[config.mk]
export PLATFORM = sky130hd
export DESIGN_NAME = uart_tx_arbiter
export DESIGN_NICKNAME = d
export VERILOG_FILES = /design/src/rtl/uart_tx_arbiter.sv
export SDC_FILE = /design/constraint.sdc
export NUM_CORES = 1
export LEC_CHECK = 0
export BUFFER_PORTS_ARGS = -buffer_cell sky130_fd_sc_hd__buf_4
export CAP_MARGIN = 40
export CORE_ASPECT_RATIO = 0.6
export CORE_MARGIN = 2
export CORE_UTILIZATION = 40
export DETAILED_ROUTE_END_ITERATION = 10
export PLACE_DENSITY = 0.64
export SLEW_MARGIN = 15
export SYNTH_ARGS = -nofsm -noshare
export SYNTH_HDL_FRONTEND = slang
export SYNTH_SLANG_ARGS = --single-unit
[constraint.sdc]
create_clock -name sys_clk -period 3.3 [get_ports sys_clk]
set_clock_uncertainty 0.2 [all_clocks]
set_input_delay 0.495 -clock sys_clk [delete_from_list [all_inputs] [get_ports sys_clk]]
set_output_delay 0.495 -clock sys_clk [all_outputs]
set_load 0.01 [all_outputs]
[src/rtl/uart_tx_arbiter.sv]
// Round-robin arbiter that serializes NREQ BN-byte frames, MSB byte first, into one uart_tx byte port.
// Optional `UART_TX_ARB_CHKSUM_EN appends an XOR-of-bytes checksum byte to every frame.
module uart_tx_arbiter #(
  parameter int NREQ      = 4,
  parameter int BN        = 4,
  parameter int CLK_FRE   = 50,
  parameter int BAUD_RATE = 115200,
  parameter int GAP_BITS  = 1
) (
  input  logic                   sys_clk,
  input  logic                   rst_n,
  input  logic [NREQ-1:0]        req,
  input  logic [NREQ*BN*8-1:0]   req_data,
  output logic [NREQ-1:0]        gnt,
  output logic [NREQ-1:0]        done,
  output logic                   busy,
  output logic [7:0]             tx_data,
  output logic                   tx_data_valid,
  input  logic                   tx_data_ready
);

  localparam int     IW        = (NREQ > 1) ? $clog2(NREQ) : 1;
  localparam longint GAP_CYC_L = (longint'(GAP_BITS) * longint'(CLK_FRE) * 64'sd1000000)
                                 / longint'(BAUD_RATE);
  localparam int     GAP_CYC   = int'(GAP_CYC_L);
  localparam int     GW        = (GAP_CYC > 0) ? $clog2(GAP_CYC + 1) : 1;
`ifdef UART_TX_ARB_CHKSUM_EN
  localparam int     NB        = BN + 1;
`else
  localparam int     NB        = BN;
`endif
  localparam int             FW     = NB * 8;
  localparam logic [3:0]     LAST   = 4'(NB - 1);
  localparam logic [IW:0]    NREQ_W = (IW + 1)'(NREQ);

  typedef enum logic [1:0] {IDLE, SEND, GAP, DONE} state_t;
  state_t state, state_nxt;

  logic [NREQ-1:0][BN*8-1:0] frames;
  logic [IW-1:0]             rr_ptr, winner, pick;
  logic                      pick_vld;
  logic [FW-1:0]             frame, frame_ld;
  logic [3:0]                byte_cnt;
  logic [GW-1:0]             gap_cnt;
  logic                      xfer, last_xfer;
  logic [NREQ-1:0]           win_oh;

  assign frames = req_data;

  // First requester at or above rr_ptr, wrapping.
  always_comb begin
    logic [IW:0] cand;
    cand     = '0;
    pick     = '0;
    pick_vld = 1'b0;
    for (int k = 0; k < NREQ; k++) begin
      cand = {1'b0, rr_ptr} + (IW + 1)'(k);
      if (cand >= NREQ_W) cand = cand - NREQ_W;
      if (!pick_vld && req[cand[IW-1:0]]) begin
        pick_vld = 1'b1;
        pick     = cand[IW-1:0];
      end
    end
  end

`ifdef UART_TX_ARB_CHKSUM_EN
  logic [7:0] chksum;
  always_comb begin
    chksum = '0;
    for (int b = 0; b < BN; b++) chksum = chksum ^ frames[pick][b*8 +: 8];
  end
  assign frame_ld = {frames[pick], chksum};
`else
  assign frame_ld = frames[pick];
`endif

  assign xfer      = tx_data_valid & tx_data_ready;
  assign last_xfer = xfer && (byte_cnt == LAST);

  always_ff @(posedge sys_clk or negedge rst_n) begin
    if (!rst_n) state <= IDLE;
    else        state <= state_nxt;
  end

  always_comb begin
    state_nxt = state;
    case (state)
      IDLE: if (pick_vld)  state_nxt = SEND;
      SEND: if (last_xfer) state_nxt = (GAP_CYC == 0) ? DONE : GAP;
      GAP:  if (gap_cnt == GW'(1)) state_nxt = DONE;
      DONE: state_nxt = IDLE;
      default: state_nxt = IDLE;
    endcase
  end

  // Frame is a shift register: the outgoing byte is always its top byte.
  always_ff @(posedge sys_clk or negedge rst_n) begin
    if (!rst_n) begin
      rr_ptr   <= '0;
      winner   <= '0;
      frame    <= '0;
      byte_cnt <= '0;
      gap_cnt  <= '0;
    end else begin
      case (state)
        IDLE: if (pick_vld) begin
          winner   <= pick;
          frame    <= frame_ld;
          byte_cnt <= '0;
        end
        SEND: if (xfer) begin
          frame    <= frame << 8;
          byte_cnt <= byte_cnt + 4'd1;
          if (last_xfer) gap_cnt <= GW'(GAP_CYC);
        end
        GAP:  gap_cnt <= gap_cnt - GW'(1);
        DONE: rr_ptr  <= (winner == IW'(NREQ - 1)) ? '0 : winner + 1'b1;
        default: ;
      endcase
    end
  end

  assign win_oh        = {{(NREQ-1){1'b0}}, 1'b1} << winner;
  assign busy          = (state != IDLE);
  assign gnt           = busy ? win_oh : '0;
  assign done          = (state == DONE) ? win_oh : '0;
  assign tx_data_valid = (state == SEND);
  assign tx_data       = frame[FW-1 -: 8];

endmodule

==> qor.txt, run 1 <==
Inst Count DP - 635
CTS tree - built
Ant. Diodes - 0
DRC violations left - 0
RD Place Congestion - 0.771
Final Hold Fails - 0
# rows - 27
Ranking of synthesized cells by area - dfrtp_1 (34%), mux2i_1 (22%), a221o_1 (6.4%)
Pins Over Slew Limit - 0
Total gr overflow - 0
RSZ-0062 raised after global routing - false
PD cells - 781 nW/um^2
# setup viols final - 0
Post-synth net total - 528
Maximum fanout along the worst path - 35
Count leader, synth - mux2i_1
IO Count - 153
Post-Synth Simple-Gate Area - 13.0%
Port Buf Inserts - 152
FMAX - 419 MHz
Max-cap violations - 0
Die Width - 129 microns
Minimum clock period after layout - 2.39 ns
CP Data Arrival Time - 2.34 ns
Largest family of logic cells by synthesized area - multiplexers
Fin nets - 659
FF+latch count, synth - 51
Worst r2r path cells - 8
Maximum VDD drop - 0.405 mV
DR iter-0 viols - 164
Crit. End Element - flip-flop
Crit Reg-Reg Endpoint - gap_cnt[7]
Dominant synthesized flop cell - dfrtp_1
Fin crit share - 72.4%
DRT antenna net count - 0
FF-to-FF setup slack - 0.91 ns
CTS max path bufs - 2
GRT Resource Usage Total - 19.4%
Post-synthesis instance total - 381
Leak Pwr - 0.00257 uW
H-tree lvl count - 2
HPWL after DPL - 7.70 mm
Post-CTS sizing - 0
Largest net degree at the start of global routing - 52
Syn. warnings - 0
Synth Area in Compound Gates - 14.8%
CP Data Required Time - 3.26 ns
Fillers - 813
First-pass GRT wire length - 15.6 mm
Adder-cell share of the synthesized area - 4.00%
Reg clk slew, reported paths - 0.07 ns
Avg Inst Size Synth - 9.85 sq um
Via count - 3348
Worst skew pair latency - 0.29 ns
Share of cells above drive strength 1 - 36.1%
Worst slew pin tran - 0.658 ns
Register area share after synthesis - 34.0%
First-pass detailed-route iteration total - 4
Synth cell types - 43
Number of synthesized flops with an enable pin - 0
TritonCTS buffer count - 5
Layout Area Growth over Synthesis - 35.3%
Drt wl/cell - 15.4 microns
Die Ht - 79.0 microns
Core Area - 9160 sq um
Synth top area share - 34.0%
Critical path class - flip-flop to flip-flop
XOR/XNOR share of the synthesized area - 0.467%
Setup repair bufs after CTS - 0
CTS sink count - 51
Final WL - 9.88 mm
Synthesized area - 3750 sq um
Initial antenna violation count - 0
Vias in the first global route - 3167
CP Launch Type - flip-flop
Outcome - finished, final reports clean
Vias per Instance - 5.21
Clk root buf - clkbuf_16
Reg2Reg Launch Point - state[1]
Commonest cells post-synth - mux2i_1 (83), dfrtp_1 (51), nand2_1 (42), nor2_1 (30), a221o_1 (24)
Async SR Flop Fraction - 100%
Most area-hungry cell type in the Yosys netlist - dfrtp_1
Post-synthesis mux area share - 25.9%
Relative max-transition margin - 56.1%
Hold_buf cts - 0
Post-Layout Cell Count - 643
Die ar. - 10200 sq um
Setup TNS - 0 ns
Initial Util - 41.0%
Min-Delay Path Class - input pin to asynchronous set/reset pin
## cell type report
class                      instances  area [sq um]  share of cell area, %
clock inverter                     1          7.51                  0.148
inverter                           9          33.8                  0.665
sequential                        51          1280                   25.1
multi-input combinational        284          2200                   43.3
tap                              130           163                   3.20
timing repair buffer             161          1250                   24.5
clock buffer                       7           153                   3.01
## worst max-delay path, cell delays in order, from the launching register on
cell	delay [ns]
dfrtp_1	0.41
inv_1	0.12
ha_1	0.20
buf_4	0.35
nor2_1	0.11
a21o_1	0.28
nor4_1	0.33
xnor2_1	0.16
o21ai_0	0.09
## report_power, final
| part | internal (uW) | leakage, uW | switching [uW] |
|---|---|---|---|
| clock network | 323 | 0.0000761 | 230 |
| logic | 1100 | 0.00186 | 1210 |
| registers | 900 | 0.000629 | 206 |
| total | 2320 | 0.00257 | 1640 |
## cell families after synthesis
kind of cell / after synthesis
and+or+nand+nor: 108
muxes: 95
AOI/OAI and AO/OA: 67
DFF: 51
buffers and inverters: 46
adders and majority gates: 12
xor gates and xnor gates: 2
## layer usage
layer	vias to the layer above	track usage, %	part of all wire [%]
li1	1650	-	-
met1	1563	28.6	50
met2	131	29.5	42
met3	4	3.91	7.6
met4	0	3.70	0.48
met5	-	0	0
## metrics by stage
stage | setup slack [ns] | total power, uW | hold slack, ns | instance area, sq um | util [%]
after global placement | 0.823 | 3380 | 0.283 | 4920 | 53.7
after CTS | 0.880 | 3990 | 0.0634 | 5080 | 55.5
after floorplan | 1.13 | 2860 | -0.000591 | 3750 | -
after global routing | 0.728 | 4280 | 0.0922 | 5080 | 55.5
after detailed placement | 0.781 | 3440 | 0.290 | 4920 | 53.7
final | 0.912 | 3960 | 0.0331 | 5080 | 55.5
## cells in the final DEF (no fill, tap or decap), types with 2 or more instances in the layout
cell,count
a21o_1,5
a21oi_1,6
a221o_1,24
a22o_1,5
a32oi_1,3
and2_1,4
buf_12,3
buf_4,158
clkbuf_16,5
clkbuf_8,2
dfrtp_1,51
ha_1,12
inv_1,9
mux2_2,10
mux2_4,2
mux2i_1,83
nand2_1,42
nand2b_1,2
nand3_1,10
nor2_1,29
nor2b_1,4
nor3_1,6
nor4_1,2
o21ai_0,8
o311ai_1,6
o31ai_1,2
or3_1,2
## registers in the layout, summed over array words and instances (netlist names)
| name | flops |
|---|---|
| rr_ptr | 2 |
| state | 2 |
| gap_cnt | 9 |
| frame | 32 |
| byte_cnt | 4 |
| winner | 2 |
## worst max-delay path by stage
| stage | slack (ns) | end | startpoint |
|---|---|---|---|
| finish | 0.91 | gap_cnt[7] | state[1] |
| global placement | 0.82 | frame[14] | req[3] |
| detailed placement | 0.78 | frame[19] | req[1] |
| CTS | 0.88 | gap_cnt[7] | state[1] |
| floorplan | 1.13 | frame[17] | req[1] |
| global route | 0.73 | gap_cnt[7] | state[1] |
(Power assumes the default switching activity.)
==> run 2, diff against run 1 <==
--- a/config.mk
+++ b/config.mk
@@ -5,13 +5,14 @@
 export SDC_FILE = /design/constraint.sdc
 export NUM_CORES = 1
 export LEC_CHECK = 0
+export ABC_AREA = 1
 export BUFFER_PORTS_ARGS = -buffer_cell sky130_fd_sc_hd__buf_4
 export CAP_MARGIN = 40
 export CORE_ASPECT_RATIO = 0.6
 export CORE_MARGIN = 2
 export CORE_UTILIZATION = 40
 export DETAILED_ROUTE_END_ITERATION = 10
-export PLACE_DENSITY = 0.64
+export PLACE_DENSITY = 0.62
 export SLEW_MARGIN = 15
 export SYNTH_ARGS = -nofsm -noshare
 export SYNTH_HDL_FRONTEND = slang
==> constraint.sdc (replaced) <==
create_clock -name sys_clk -period 2.4 [get_ports sys_clk]
set_clock_uncertainty 0.2 [all_clocks]
set_input_delay 0.36 -clock sys_clk [delete_from_list [all_inputs] [get_ports sys_clk]]
set_output_delay 0.36 -clock sys_clk [all_outputs]
set_load 0.01 [all_outputs]
==> qor.txt, run 2 <==
Share of cells above drive strength 1 - 25.5%
Synth top area share - 28.4%
GRT Resource Usage Total - 24.5%
Fillers - 1093
Leak Pwr - 0.00359 uW
DRT antenna net count - 0
Cell internal pwr - 4870 uW
Reg power frac - 15.0%
Max FFs per register - 32
Async SR Flop Fraction - 100%
CP Launch Type - flip-flop
Worst slew pin tran - 0.668 ns
Ant. Diodes - 0
Power Total - 10300 uW
Minimum clock period after layout - 2.34 ns
Most common cell after layout, fill and taps aside - nand2_1
Relative max-transition margin - 55.4%
Pins Over Slew Limit - 0
Met2 Use GR - 37.3%
CP Data Arrival Time - 2.32 ns
Finished Cell Area - 6200 sq um
Max-cap violations - 0
Final WL - 15.4 mm
H-tree lvl count - 2
# rows - 29
Met1 Usage GRT - 36.6%
WHS - 0.197 ns
NetSw - 5380 uW
Maximum VDD drop - 0.905 mV
Dominant synthesized flop cell - dfrtp_1
Crit. End Element - flip-flop
Most area-hungry cell type in the Yosys netlist - dfrtp_1
Met3 global-route usage - 4.75%
Vias per Instance - 5.16
Synth cell types - 31
Maximum fanout along the worst path - 17
Reg clk slew, reported paths - 0.07 ns
Vias in the first global route - 4836
Setup TNS - 0 ns
Comb pwr share - 78.0%
FMAX - 428 MHz
Core Area - 10700 sq um
Largest net degree at the start of global routing - 53
Final Hold Fails - 0
Ranking of synthesized cells by area - dfrtp_1 (28%), nand2_1 (17%), nand3_1 (12%)
DR iter-0 viols - 403
Worst skew pair latency - 0.29 ns
Cell Area, Placed - 5770 sq um
Clk root buf - clkbuf_16
Port Buf Inserts - 152
Clk pwr share - 7.0%
Worst path most repeated cell - nand2_2
Slowest stage delay, CP - 0.44 ns
Drt wl/cell - 15.1 microns
CTS max path bufs - 2
PD cells - 1660 nW/um^2
Count leader, synth - nand2_1
CTS sink count - 51
TritonCTS buffer count - 5
First-pass GRT wire length - 24.0 mm
Most flop-heavy register - frame
Synthesized area - 4490 sq um
First-pass detailed-route iteration total - 5
Number of synthesized flops with an enable pin - 0
Commonest cells post-synth - nand2_1 (208), inv_1 (125), nand3_1 (108), nand4_1 (67), nor2_1 (65)
Gr busiest metal - met2
Fin nets - 1024
Pre-CTS setup slack - -0.0571 ns
Layout Area Growth over Synthesis - 38.1%
Die Ht - 86.1 microns
RSZ-0062 raised after global routing - true
DRC violations left - 0
FF+latch count, synth - 51
Biggest regs - frame: 32 flops, gap_cnt: 9 flops, byte_cnt: 4 flops
Initial Util - 41.8%
Outcome - finished, final reports clean
Fin crit share - 97.4%
# setup viols final - 0
Sequence of cells on the critical path - buf_4 -> nand2_2 -> nand2_2 -> nand2_2 -> nand2_2 -> nor2_4 -> nand3_4 -> nand3_4 -> buf_12 -> clkbuf_16 -> nand2_1 -> nand3_1 -> nand3_1 -> nand2_1 -> nand2_1
WP buf/inv - 3
Initial antenna violation count - 0
CP Data Required Time - 2.39 ns
Most frequent cells in the layout - nand2_1 (201), buf_4 (170), inv_1 (125)
Setup ws final - 0.0624 ns
HPWL after DPL - 10.8 mm
Sw frac - 52.5%
Die Width - 141 microns
CTS tree - built
Min-Delay Path Class - input pin to flip-flop
Slowest stage cell, crit path - dfrtp_2
Post-synth net total - 884
Avg Inst Size Synth - 6.09 sq um
Critical path class - flip-flop to flip-flop
Register area share after synthesis - 28.4%
Via count - 5244
Total gr overflow - 0
RD Place Congestion - 0.880
Post-synthesis instance total - 737
IO Count - 153
Die ar. - 12100 sq um
Syn. warnings - 0
CP top delay family - simple AND/OR/NAND/NOR gates
run 2: layer usage:
| metal | routed length, microns | share of wire [%] |
|---|---|---|
| met3 | 1210 | 7.8 |
| met4 | 153 | 1.0 |
| met1 | 7460 | 49 |
| met5 | 0 | 0 |
| met2 | 6550 | 43 |
run 2: what timing repair did:
item	4_1_cts	5_1_grt
cloned	0	5
endpoints found under the hold margin	51	0
hold buffers	1	0
resized for setup	2	18
endpoints found under the setup margin	4	37
pin swaps	0	9
buffers inserted	0	9
run 2: kinds of logic (layout without fill, tap and decap cells):
group / Yosys count / count (layout) / synth area share [%]
buffers and inverters: 185 / 326 / 18.3
flip-flops: 51 / 51 / 28.4
adder cells (fa/ha/maj): 12 / 12 / 3.35
AND/OR/NAND/NOR: 456 / 456 / 45.6
AO/OA/AOI/OAI: 31 / 31 / 3.99
XOR/XNOR: 2 / 2 / 0.390
run 2: stage by stage:
step / instances / utilization [%]
CTS: 1003 / 55.2
floorplan: 737 / -
global route: 1017 / 57.7
detailed placement: 994 / 53.7
global placement: 994 / 53.7
finish: 1017 / 57.7
run 2: worst reg2reg max path, cell delays in order (launching register included):
cell       delay [ns]
dfrtp_2          0.44
buf_4            0.15
nand2_2          0.06
nand2_2          0.08
nand2_2          0.09
nand2_2          0.07
nor2_4           0.15
nand3_4          0.15
nand3_4          0.16
buf_12           0.13
clkbuf_16        0.17
nand2_1          0.06
nand3_1          0.08
nand3_1          0.10
nand2_1          0.10
nand2_1          0.05
run 2: path summary, 6_finish.rpt:
kind / startpoint / to / slack [ns] / cells past startpoint
max: rr_ptr[0] / frame[31] / 0.06 / 15
min: req_data[3] / frame[3] / 0.20 / 5
max reg2reg: rr_ptr[0] / frame[31] / 0.06 / 15
min reg2reg: frame[28] / frame[28] / 0.29 / 2
max in group asynchronous: rst_n / rr_ptr[0] / 1.07 / 2
min in group asynchronous: rst_n / frame[29] / 0.43 / 2
run 2: final cells by class:
cell class                      instances  area [sq um]  share of cell area [%]
Clock buffer                            5           125                    2.02
Clock inverter                          3          20.0                   0.323
Inverter                              131           494                    7.98
Multi-Input combinational cell        501          2470                    39.9
Sequential cell                        51          1280                    20.6
Tap cell                              139           174                    2.81
Timing Repair Buffer                  187          1630                    26.3
run 2: power by group through the flow:
stage          sequential [uW]  clock, uW  combinational [uW]
2_1_floorplan             1450          0                5060
3_3_place_gp              1550          0                6990
3_5_place_dp              1560          0                7040
4_1_cts                   1550        735                7100
5_1_grt                   1580        776                8880
6_report                  1540        716                8000
